[src/rtl/contrast_range_prep_pkg.sv]
// rtl/contrast_range_prep_pkg.sv - shared constants and FSM encoding for contrast_range_prep
package contrast_range_prep_pkg;

  localparam int PIX_W       = 8;
  localparam int DIVD_W      = 16;
  localparam int DIV_LATENCY = 8;
  localparam int FULL_SCALE  = 255;

  localparam logic [PIX_W-1:0] DEFAULT_MIN = 8'd0;
  localparam logic [PIX_W-1:0] DEFAULT_MAX = 8'd255;

  typedef enum logic {
    ST_IDLE   = 1'b0,
    ST_ACTIVE = 1'b1
  } state_t;

endpackage

[src/rtl/contrast_range_prep_valid_delay.sv]
// rtl/contrast_range_prep_valid_delay.sv - fixed-depth 1-bit qualifier delay line
// Ports:
//   iclk, irst_n : clock, asynchronous active-low reset (clears every stage)
//   idin         : qualifier in
//   odout        : idin delayed DEPTH cycles
module contrast_range_prep_valid_delay #(
  parameter int DEPTH = 8
) (
  input  logic iclk,
  input  logic irst_n,
  input  logic idin,
  output logic odout
);

  logic [DEPTH-1:0] sr;

  generate
    if (DEPTH == 1) begin : g_single
      always_ff @(posedge iclk or negedge irst_n) begin
        if (!irst_n) sr <= '0;
        else         sr <= idin;
      end
    end else begin : g_chain
      always_ff @(posedge iclk or negedge irst_n) begin
        if (!irst_n) sr <= '0;
        else         sr <= {sr[DEPTH-2:0], idin};
      end
    end
  endgenerate

  assign odout = sr[DEPTH-1];

endmodule

[src/rtl/contrast_range_prep.sv]
// rtl/contrast_range_prep.sv - per-frame min/max tracking and divider operand generation
// Ports:
//   iclk, irst_n        : clock, asynchronous active-low reset
//   ivalid/isof/ieof    : pixel beat qualifiers (sof/eof only meaningful with ivalid)
//   ipixel              : unsigned pixel
//   odividend/odivisor  : divider operands, 1-cycle latency, held when idle
//   odiv_valid          : operands valid
//   oq_valid            : qualifier aligned with the divider's quotient
//   orange_ok           : a frame range has been committed since reset
//   ocommit             : 1-cycle pulse on range commit
//   omin/omax           : committed range used for mapping
module contrast_range_prep
  import contrast_range_prep_pkg::*;
(
  input  logic              iclk,
  input  logic              irst_n,
  input  logic              ivalid,
  input  logic              isof,
  input  logic              ieof,
  input  logic [PIX_W-1:0]  ipixel,
  output logic [DIVD_W-1:0] odividend,
  output logic [PIX_W-1:0]  odivisor,
  output logic              odiv_valid,
  output logic              oq_valid,
  output logic              orange_ok,
  output logic              ocommit,
  output logic [PIX_W-1:0]  omin,
  output logic [PIX_W-1:0]  omax
);

  state_t             state_q, state_d;
  logic [PIX_W-1:0]   run_min_q, run_min_d;
  logic [PIX_W-1:0]   run_max_q, run_max_d;
  logic               commit_d;

  logic [PIX_W-1:0]   clamped, offset, span;
  logic [DIVD_W-1:0]  scaled;
  logic [DIVD_W-1:0]  dividend_w;
  logic [PIX_W-1:0]   divisor_w;

  // Frame statistics. A sof always restarts the stats (aborting any open
  // frame); an eof closes the frame only if one is open or opens on this beat.
  always_comb begin
    state_d   = state_q;
    run_min_d = run_min_q;
    run_max_d = run_max_q;
    commit_d  = 1'b0;
    if (ivalid) begin
      if (isof) begin
        run_min_d = ipixel;
        run_max_d = ipixel;
        state_d   = ST_ACTIVE;
      end else if (state_q == ST_ACTIVE) begin
        if (ipixel < run_min_q) run_min_d = ipixel;
        if (ipixel > run_max_q) run_max_d = ipixel;
      end
      if (ieof && (isof || (state_q == ST_ACTIVE))) begin
        commit_d = 1'b1;
        state_d  = ST_IDLE;
      end
    end
  end

  // Operands always use the range as it stands before this edge, so the eof
  // pixel is still mapped with the previous frame's range.
  always_comb begin
    clamped = ipixel;
    if (ipixel < omin)      clamped = omin;
    else if (ipixel > omax) clamped = omax;
    offset = clamped - omin;
    span   = omax - omin;
    if (FULL_SCALE == 255) scaled = {offset, 8'h00} - {8'h00, offset};
    else                   scaled = DIVD_W'(offset) * DIVD_W'(FULL_SCALE);
    // A flat range would divide by zero; force quotient 0 instead.
    if (span == '0) begin
      dividend_w = '0;
      divisor_w  = PIX_W'(1);
    end else begin
      dividend_w = scaled;
      divisor_w  = span;
    end
  end

  always_ff @(posedge iclk or negedge irst_n) begin
    if (!irst_n) begin
      state_q    <= ST_IDLE;
      run_min_q  <= '0;
      run_max_q  <= '0;
      omin       <= DEFAULT_MIN;
      omax       <= DEFAULT_MAX;
      orange_ok  <= 1'b0;
      ocommit    <= 1'b0;
      odividend  <= '0;
      odivisor   <= PIX_W'(1);
      odiv_valid <= 1'b0;
    end else begin
      state_q    <= state_d;
      run_min_q  <= run_min_d;
      run_max_q  <= run_max_d;
      ocommit    <= commit_d;
      odiv_valid <= ivalid;
      if (commit_d) begin
        omin      <= run_min_d;
        omax      <= run_max_d;
        orange_ok <= 1'b1;
      end
      if (ivalid) begin
        odividend <= dividend_w;
        odivisor  <= divisor_w;
      end
    end
  end

  contrast_range_prep_valid_delay #(
    .DEPTH (DIV_LATENCY)
  ) u_q_valid_delay (
    .iclk   (iclk),
    .irst_n (irst_n),
    .idin   (odiv_valid),
    .odout  (oq_valid)
  );

endmodule
[config.mk]
export PLATFORM = sky130hd
export DESIGN_NAME = contrast_range_prep
export DESIGN_NICKNAME = d
export VERILOG_FILES = /design/src/rtl/contrast_range_prep_pkg.sv /design/src/rtl/contrast_range_prep_valid_delay.sv /design/src/rtl/contrast_range_prep.sv
export SDC_FILE = /design/constraint.sdc
export NUM_CORES = 1
export LEC_CHECK = 0
export CAP_MARGIN = 20
export CORE_MARGIN = 5
export CORE_UTILIZATION = 55
export DETAILED_ROUTE_END_ITERATION = 16
export PLACE_DENSITY = 0.8
export SYNTH_ARGS = -nofsm -noshare
export SYNTH_HDL_FRONTEND = slang
export SYNTH_SLANG_ARGS = --single-unit
[constraint.sdc]
create_clock -name iclk -period 6.2 [get_ports iclk]
set_input_delay 0.93 -clock iclk [delete_from_list [all_inputs] [get_ports iclk]]
set_output_delay 0.93 -clock iclk [all_outputs]
set_load 0.1 [all_outputs]
**After elaboration in Yosys (flattened, before gate mapping)**

Index checks and enable logic that the tools add are counted.

- Flip-flop bits (word level): 68
- Input port bits: 13
- Output and inout port bits: 44
- Word-level logic and storage cells: 39

- Add/sub/neg operators: 3
- $lt $le $gt $ge: 4
- Multiplexer cells: 16
- Reductions and logical operators: 5

Operator list:

| operator | number |
|---|---|
| 2-to-1 mux 8 bit | 11 |
| > comparator 8 bit | 2 |
| < comparator 8 bit | 2 |
| 2-to-1 mux 16 bit | 1 |
| subtractor 16 x 8 -> 16 bit | 1 |
| subtractor 8 bit | 2 |
| logical NOT 8 bit | 1 |
| 2-to-1 mux 1 bit | 4 |
| AND reduction 2 bit | 1 |
| nonzero test 2 bit | 1 |
| logical AND 1 bit | 1 |
| logical OR 1 bit | 1 |

**Logic depth before layout (Yosys ltp)**

Gate-level depths: netlist of the first run.

- Word-level depth: 6
- Gate-level depth with buffers: 19
- Depth with buffers taken out: 18

**Hierarchy**

Synthesis of the first run repeated with hierarchy kept, for this count alone.

- Cells, all modules: 429
- Area, all modules: 4362.9 um^2

By module, submodules not included:

| module | instances | cells an instance | area each (um^2) | sequential area each (um^2) |
|---|---|---|---|---|
| contrast_range_prep | 1 | 421 | 4162.7 | 1512.7 |
| contrast_range_prep_valid_delay | 1 | 8 | 200.2 | 200.2 |

**Worst setup path before layout of the first run**

Ideal clock, no wire load.

- Kind: register to register
- From: register omin[1]
- To: register odividend[11]
- Setup time: 0.126 ns
- Data arrival time: 4.684 ns
- Data required time: 6.074 ns
- Slack: 1.390 ns
- Stages on the path, launching flop included: 19
- Buffers on the path: 1
- Clock period less this slack: 4.810 ns
- Cells stage by stage: dfrtp_1 > inv_1 > ha_1 > nand2_1 > o21ai_1 > a41oi_1 > o21ai_1 > clkbuf_1 > nor2_1 > a21oi_1 > ha_1 > nor2b_4 > o21a_4 > or4b_4 > a311oi_2 > a21boi_4 > nand2_2 > o211a_1 > a221o_1

- Word-level cells in the longest chain between the ends: 5
- Elaborated cells between the ends (all ways): 7
- Classes of those cells: add/sub: 3; order compare: 1; mux: 2; reduce/logical: 1

RTL lines:

| item | RTL line | RTL |
|---|---|---|
| from (decl) | contrast_range_prep.sv:27 | `output logic [PIX_W-1:0] omin,` |
| from (signal assigned) | contrast_range_prep.sv:103 | `omin <= run_min_d;` |
| < comparator 8 bit | contrast_range_prep.sv:68 | `if (ipixel < omin) clamped = omin;` |
| 2-to-1 mux 8 bit | contrast_range_prep.sv:68 |  |
| subtractor 8 bit | contrast_range_prep.sv:70 | `offset = clamped - omin;` |
| subtractor 16 x 8 -> 16 bit | contrast_range_prep.sv:72 | `if (FULL_SCALE == 255) scaled = {offset, 8'h00} - {8'h00, offset};` |
| 2-to-1 mux 16 bit * | contrast_range_prep.sv:75 | `if (span == '0) begin` |
| to (signal assigned) | contrast_range_prep.sv:108 | `odividend <= dividend_w;` |
| to (decl) | contrast_range_prep.sv:21 | `output logic [DIVD_W-1:0] odividend,` |

Mark *: on every way between the ends. The rest lies on a longest branch, timed or not.
A chain may end at the register's enable or synchronous reset.

**Worst setup path in the final report of the first run**

- From: input port ipixel[2]
- To: register odividend[11]

- Word-level cells in the longest chain between the ends: 6
- Elaborated cells between the ends (all ways): 7
- Classes of those cells: add/sub: 2; order compare: 2; mux: 3

RTL lines:

| item | RTL line | RTL |
|---|---|---|
| from (decl) | contrast_range_prep.sv:20 | `input logic [PIX_W-1:0] ipixel,` |
| > comparator 8 bit | contrast_range_prep.sv:69 | `else if (ipixel > omax) clamped = omax;` |
| 2-to-1 mux 8 bit | contrast_range_prep.sv:69 |  |
| 2-to-1 mux 8 bit * | contrast_range_prep.sv:68 |  |
| subtractor 8 bit * | contrast_range_prep.sv:70 |  |
| subtractor 16 x 8 -> 16 bit * | contrast_range_prep.sv:72 |  |
| 2-to-1 mux 16 bit * | contrast_range_prep.sv:75 |  |

Marks and branches as above.

==> results by group, run 1 <==
Run status
  • Status: completed

Yosys
  • Main combinational cell family by area after synthesis: compound AO/OA/AOI/OAI gates
  • Post-synth top flop: dfrtp_1
  • Area leader, netlist: dfrtp_1
  • EDFF count, synth: 0
  • #FFs+latches synth: 68
  • Synth Area in Simple Gates: 10.75%
  • Yosys top cell area share: 35.35%
  • Post-Synth Adder-Cell Area: 14.26%
  • Synthesized instance count: 405
  • Mapped Nets: 465
  • Top post-synthesis cells by area: dfrtp_1, ha_1, mux2_2, dfstp_2, a21oi_1
  • Synthesis Warnings: 0
  • Distinct cells, synth: 66
  • Mapped cell area: 4177 µm²
  • Seq/Total Area, Yosys: 41.01%
  • Synth Area in Compound Gates: 18.48%
  • Mux share of post-synthesis cell area: 8.898%
  • Async set-or-reset flop fraction in the synthesized netlist: 100.0%
  • Mean Syn Cell Area: 10.31 µm²
  • XOR/XNOR Fraction of Synth Area: 2.097%

Flow run
  • Max_cap viols: 0

STA
  • Setup tns final: 0 ns
  • Fmax: 187.4 MHz
  • Final worst setup slack: 0.8641 ns
  • Clk_skew: 0.004704 ns
  • Final max-slew violation count: 0
  • Min Tclk post-route: 5.336 ns
  • Final period util: 86.06%
  • Slew @ Worst Pin: 0.9804 ns
  • Unrepaired setup endpoints after global routing: no
  • Slew headroom: 34.44%
  • Final Hold Viols: 0
  • Endpoints failing setup: 0

Layout
  • Most frequent cells in the layout: dfrtp_1, clkdlybuf4s50_1, ha_1
  • FF+latch area: 1713 µm²
  • Final #Nets: 529
  • Most common cell after layout, fill and taps aside: dfrtp_1
  • Area Growth Syn to Fin: 21.84%
  • Multi-input logic area: 2276 µm²
  • ANT cells: 0
  • Layout cell share with drive strength beyond 1: 16.24%
  • Post-Route Utilization: 69.41%
  • Fillers: 555

Detailed routing
  • Initial drt markers: 122
  • Detail Route Antenna Nets: 0
  • Total Wirelength: 9619 µm
  • Drt wl/cell: 16.79 µm
  • Drt pass-1 iters: 4
  • DRC Markers: 0
  • Via count: 3262
  • Via density: 5.693

CTS
  • CTS Buf Count: 9
  • Hold buffers post-CTS: 0
  • Worst skew pair latency: 0.34 ns
  • Root cell of the clock tree: clkbuf_8
  • Clock buffer depth: 2
  • CTS clk-pin slew, worst paths: 0.07 ns
  • CTS tree: yes
  • Setup Fix Bufs, Post-CTS: 0
  • Post-CTS Resized: 0
  • Clock net sink count: 68
  • H-tree levels: 3

Placed design
  • IO buf count: 56
  • Place WS: 0.5653 ns
  • GPL Wtd Cong: 0.8820
  • Post-DP HPWL: 7175 µm

Critical path
  • Crit start category: input pin
  • Bufs and invs on worst path: 1
  • Worst EP arrival: 5.56 ns
  • CP Max Fanout: 15
  • Cell Chain, Critical Path: clkdlybuf4s50_1, ha_1, nand2_1, o21ai_1, a41oi_1, o21ai_1, o211ai_1, o21ai_0, ha_1, nor2b_4, o21a_4, or4b_4, a311oi_2, a21boi_4, nand2_2, o211a_1, a221o_1
  • Slowest-stage cell, CP: o21ai_1
  • Family with the most delay on the worst path: compound AO/OA/AOI/OAI gates
  • Worst setup EP type: flip-flop
  • Critical Path Max Stage Delay: 0.71 ns
  • WP data required: 6.42 ns
  • Kind of critical path: in2reg

Floorplanning
  • Die height: 97.14 µm
  • Full die area: 9436 µm²
  • Core ar.: 7331 µm²
  • Die Span X: 97.14 µm
  • I/O pins: 57
  • Row Count: 31
  • Initial Utilization: 56.97%

GRT
  • Initial antenna violation count: 0
  • First-pass GRT wire length: 16540 µm
  • GRT Overall Usage: 21.54%
  • Grt ovf: 0
  • Pin count of the biggest net entering global routing: 69
  • Vias in the first global route: 3413

Hold path
  • Class of the tightest hold or removal check: reg2reg
==> final cells by class <==
| cell class | instances | area share (%) |
|---|---|---|
| clock inverter | 3 | 1.328 |
| clock buffer | 13 | 3.319 |
| multi-input combinational | 289 | 44.73 |
| inverter | 41 | 3.024 |
| tap | 99 | 2.434 |
| sequential | 68 | 33.66 |
| timing repair buffer | 60 | 11.51 |
==> per-stage QoR <==
step | hold slack, ns | cells | cell area (µm²)
global placement | 0.3403 | 557 | 4852
CTS | 0.3525 | 573 | 5089
detailed placement | 0.3379 | 557 | 4852
floorplan | 0.3312 | 405 | 4177
global route | 0.3647 | 573 | 5089
finish | 0.3498 | 573 | 5089
==> cell usage after synthesis (2+ instances only) <==
cell type	n
nor2b_1	3
a21oi_1	33
o2bb2ai_1	2
a32o_1	3
o32ai_1	3
dfrtp_1	59
xor2_1	5
dfstp_2	9
nand2b_1	6
nand3_1	4
mux2_2	33
xnor2_1	5
o21ai_1	9
nand2_1	20
clkbuf_1	5
inv_1	39
o211ai_1	5
o21ai_0	12
o22ai_1	2
or3b_1	2
nand4_1	2
nor2_1	29
and2_1	2
o31ai_1	3
inv_2	2
ha_1	46
a21o_1	4
nor3_1	7
a21oi_2	2
and3_1	3
o21a_1	7
a221o_1	2
a22o_1	4
==> state kept, by name, indices dropped and copies added (netlist names) <==
signal,cells
run_max_q,8
u_q_valid_delay.sr,8
state_q,1
orange_ok,1
odiv_valid,1
odivisor,8
run_min_q,8
ocommit,1
omin,8
odividend,16
omax,8
==> worst paths after layout <==
path | start | end | slack [ns] | cells past startpoint
hold reg to reg | u_q_valid_delay.sr[2] | u_q_valid_delay.sr[3] | 0.35 | 0
max in group asynchronous | irst_n | odivisor[7] | 4.86 | 2
setup reg to reg | omax[1] | odividend[11] | 1.42 | 18
min in group asynchronous | irst_n | orange_ok | 0.76 | 2
hold / removal | u_q_valid_delay.sr[2] | u_q_valid_delay.sr[3] | 0.35 | 0
setup / recovery | ipixel[2] | odividend[11] | 0.86 | 17
==> worst register-to-register path: cells and delay by family, from the launching register on <==
family	cells	cell delay (ns)
AND/OR/NAND/NOR	6	1.54
adder cells (fa/ha/maj)	2	0.64
buffers and inverters	1	0.09
AO/OA/AOI/OAI	9	1.78
flip-flops	1	0.58
==> kinds of logic after synthesis <==
| logic type | Yosys count |
|---|---|
| AO/OA/AOI/OAI | 111 |
| XOR/XNOR | 10 |
| multiplexers | 33 |
| buffers and inverters | 48 |
| AND/OR/NAND/NOR | 88 |
| flip-flops | 68 |
| adder cells (fa/ha/maj) | 47 |
==> per-layer routing <==
| metal | global-route usage, % | up-vias | part of all wire, % |
|---|---|---|---|
| li1 | - | 1596 | - |
| met2 | 35.24 | 83 | 47 |
| met5 | 0 | - | 0 |
| met4 | 8.207 | 0 | 2.4 |
| met1 | 27.90 | 1559 | 45 |
| met3 | 4.738 | 24 | 4.8 |
Power of run 1 is left out: the tool's default activity adds up to more than one toggle a clock period on the data nets, which glitch-free logic cannot reach.
==> inputs of run 2 (changes only) <==
CAP_MARGIN = 10   (was 20)
==> results of run 2 <==
The final DEF is identical to that of run 1; final timing and power are the same.
Power of run 2 is left out for the same reason.
==> inputs of run 3 (changes only) <==
ABC_AREA = 0   (was unset)
CORE_UTILIZATION = 56   (was 55)
PLACE_DENSITY = 0.81   (was 0.8)
SYNTH_HIERARCHICAL = 1   (was unset)
==> run 3 against run 2 <==
- synthesized cell count increased by 5.9%
- worst hold slack improved by 0.011 ns
- via count increased by 7.4%
- global-route usage increased by 1.0 points
- wire length increased by 8.2%
- non-clock buffer count decreased by 2
- critical path depth decreased by 1
- cell count increased by 4.0%
- sequential cell count unchanged
- count of clock-buffer cells in the layout decreased by 4
==> results by group, run 3 <==
Run status
  • Status: completed

Yosys
  • XOR/XNOR Fraction of Synth Area: 2.409% (+0.31 points)
  • Post-Synth Adder-Cell Area: 13.65% (-0.61 points)
  • Mean Syn Cell Area: 10.17 µm² (-1.4%)
  • Synth Area in Simple Gates: 14.02% (+3.3 points)
  • Synthesized instance count: 429 (+5.9%)
  • Async set-or-reset flop fraction in the synthesized netlist: 100.0% (unchanged)
  • Area leader, netlist: dfrtp_1
  • Post-synth top flop: dfrtp_1
  • Synth Area in Compound Gates: 18.01% (-0.47 points)
  • Most common library cells after synthesis: dfrtp_1, ha_1, inv_1, mux2_2, nor2_1
  • Mux share of post-synthesis cell area: 8.259% (-0.64 points)
  • EDFF count, synth: 0 (unchanged)
  • Synthesis Warnings: 6 (+6)
  • Mapped cell area: 4363 µm² (+4.5%)
  • Top post-synthesis cells by area: dfrtp_1, ha_1, mux2_2, dfstp_2, inv_1
  • Yosys top cell area share: 33.84% (-1.5 points)
  • #FFs+latches synth: 68 (unchanged)
  • Seq/Total Area, Yosys: 39.26% (-1.8 points)
  • Distinct cells, synth: 67 (+1.5%)
  • Mapped Nets: 489 (+5.2%)
  • Most common cell in the synthesized netlist: dfrtp_1
  • Main combinational cell family by area after synthesis: compound AO/OA/AOI/OAI gates

Critical path
  • Worst R2R Start: omin[1]
  • Worst R2R End: odividend[7]
  • Kind of critical path: in2reg
  • CP startpoint: ipixel[1]
  • Flop2flop setup slack: 1.75 ns (+0.33 ns)
  • CP Max Fanout: 16 (+1)
  • WP data required: 6.44 ns (+0.02 ns)
  • Worst EP arrival: 5.35 ns (-0.21 ns)
  • Worst r2r path cells: 16 (-2)
  • Worst setup EP type: flip-flop
  • Crit start category: input pin

STA
  • Hold slack: 0.3606 ns (+0.01085 ns)
  • Setup tns final: 0 ns (unchanged)
  • Fmax: 195.6 MHz (+4.4%)
  • Clk_skew: 0.01074 ns (+0.006032 ns)
  • Final Hold Viols: 0 (unchanged)
  • Final period util: 82.45% (-3.6 points)
  • Slew @ Worst Pin: 1.192 ns (+0.2115 ns)
  • Final max-slew violation count: 0 (unchanged)
  • Min Tclk post-route: 5.112 ns (-0.2240 ns)
  • Unrepaired setup endpoints after global routing: no
  • Endpoints failing setup: 0 (unchanged)
  • Slew headroom: 20.54% (-14 points)

Detailed routing
  • DRC Markers: 0 (unchanged)
  • Via count: 3502 (+7.4%)
  • Detail Route Antenna Nets: 0 (unchanged)
  • Drt pass-1 iters: 5 (+1)
  • Via density: 5.876 (+3.2%)
  • Initial drt markers: 184 (+51%)
  • Drt wl/cell: 17.46 µm (+4.0%)
  • Total Wirelength: 10410 µm (+8.2%)

GRT
  • GRT Overall Usage: 22.56% (+1.0 points)
  • First-pass GRT wire length: 17750 µm (+7.3%)
  • Grt ovf: 0 (unchanged)
  • Pin count of the biggest net entering global routing: 69 (unchanged)
  • Vias in the first global route: 3685 (+8.0%)
  • Initial antenna violation count: 0 (unchanged)

Hold path
  • Class of the tightest hold or removal check: reg2reg
  • Hold Startpoint: u_q_valid_delay/sr[6]
  • Hold EP: u_q_valid_delay/sr[7]
  • Hold path cells: 0 (unchanged)

CTS
  • CTS tree: yes
  • CTS Buf Count: 9 (unchanged)
  • Root cell of the clock tree: clkbuf_8
  • Clock buffer depth: 2 (unchanged)
  • Hold buffers post-CTS: 0 (unchanged)
  • Setup Fix Bufs, Post-CTS: 0 (unchanged)
  • H-tree levels: 3 (unchanged)
  • Clock net sink count: 68 (unchanged)
  • CTS clk-pin slew, worst paths: 0.09 ns (+0.02 ns)
  • Post-CTS Resized: 0 (unchanged)
  • Worst skew pair latency: 0.36 ns (+0.02 ns)

Layout
  • Final #Nets: 549 (+3.8%)
  • Fin cells: 596 (+4.0%)
  • Fillers: 585 (+5.4%)
  • FF+latch area: 1713 µm² (unchanged)
  • Largest register FFs: 16 (unchanged)
  • Most frequent cells in the layout: dfrtp_1, clkdlybuf4s50_1, ha_1
  • ANT cells: 0 (unchanged)
  • Most common cell after layout, fill and taps aside: dfrtp_1
  • Layout cell share with drive strength beyond 1: 16.60% (+0.35 points)
  • Multi-input logic area: 2459 µm² (+8.0%)
  • Largest Register: odividend
  • Area Growth Syn to Fin: 19.99%

Placed design
  • IO buf count: 56 (unchanged)
  • Post-DP HPWL: 7726 µm (+7.7%)
  • GPL Wtd Cong: 0.9308 (+5.5%)
  • # placed instances: 580 (+4.1%)

Floorplanning
  • Die height: 98.27 µm (+1.2%)
  • Row Count: 32 (+3.2%)
  • Full die area: 9656 µm² (+2.3%)
  • Initial Utilization: 57.05% (+0.080 points)
  • Die Span X: 98.27 µm (+1.2%)
  • I/O pins: 57 (unchanged)
  • Core ar.: 7647 µm² (+4.3%)

Flow run
  • Max_cap viols: 0 (unchanged)
==> run 3: worst max path at each step <==
| stage | to | depth (start not counted) |
|---|---|---|
| 5_1_grt | odividend[7] | 15 |
| 3_3_place_gp | odividend[7] | 17 |
| 3_5_place_dp | odividend[7] | 16 |
| 4_1_cts | odividend[7] | 17 |
| 6_report | odividend[7] | 16 |
| 2_1_floorplan | odividend[7] | 19 |
==> run 3: cell families (layout without fill, tap and decap cells) <==
kind of cell,Yosys count,after routing
buf+inv,47,112
simple gates,112,112
flops,68,68
xor+xnor,12,12
compound gates,111,111
fa+ha+maj,47,47
mux,32,32
==> run 3: metal layers <==
layer	GRT usage [%]	wire length (µm)
met1	28.93	4585
met2	37.59	5099
met3	4.214	529
met4	9.244	195
met5	0	0
==> run 3: critical path: stages <==
cell and delay, ns:
clkdlybuf4s50_1 0.64, ha_1 0.29, a211oi_1 0.32, o21ai_1 0.13, nand2_1 0.08, o2bb2ai_1 0.52, o21ai_0 0.28, ha_1 0.38
and2b_1 0.23, o21a_1 0.22, or2_1 0.25, a32o_1 0.28, o211ai_1 0.29, nor2_1 0.07, o21ai_1 0.10, or3b_1 0.35
==> run 3: area by class of cell <==
cell class                      instances  share of cell area [%]
Timing Repair Buffer                   58                   10.90
Clock inverter                          7                   1.888
Clock buffer                            9                   2.366
Sequential cell                        68                   32.72
Tap cell                              102                   2.438
Inverter                               38                   2.725
Multi-Input combinational cell        314                   46.96
==> run 3: stage by stage <==
stage / worst slack [ns] / instance area, µm² / util, %
floorplan: 1.499 / 4363 / -
global placement: 0.9318 / 5012 / 65.54
detailed placement: 0.8314 / 5012 / 65.54
CTS: 1.213 / 5235 / 68.46
global route: 0.7409 / 5235 / 68.46
finish: 1.088 / 5235 / 68.46
Power of run 3 is left out for the same reason.
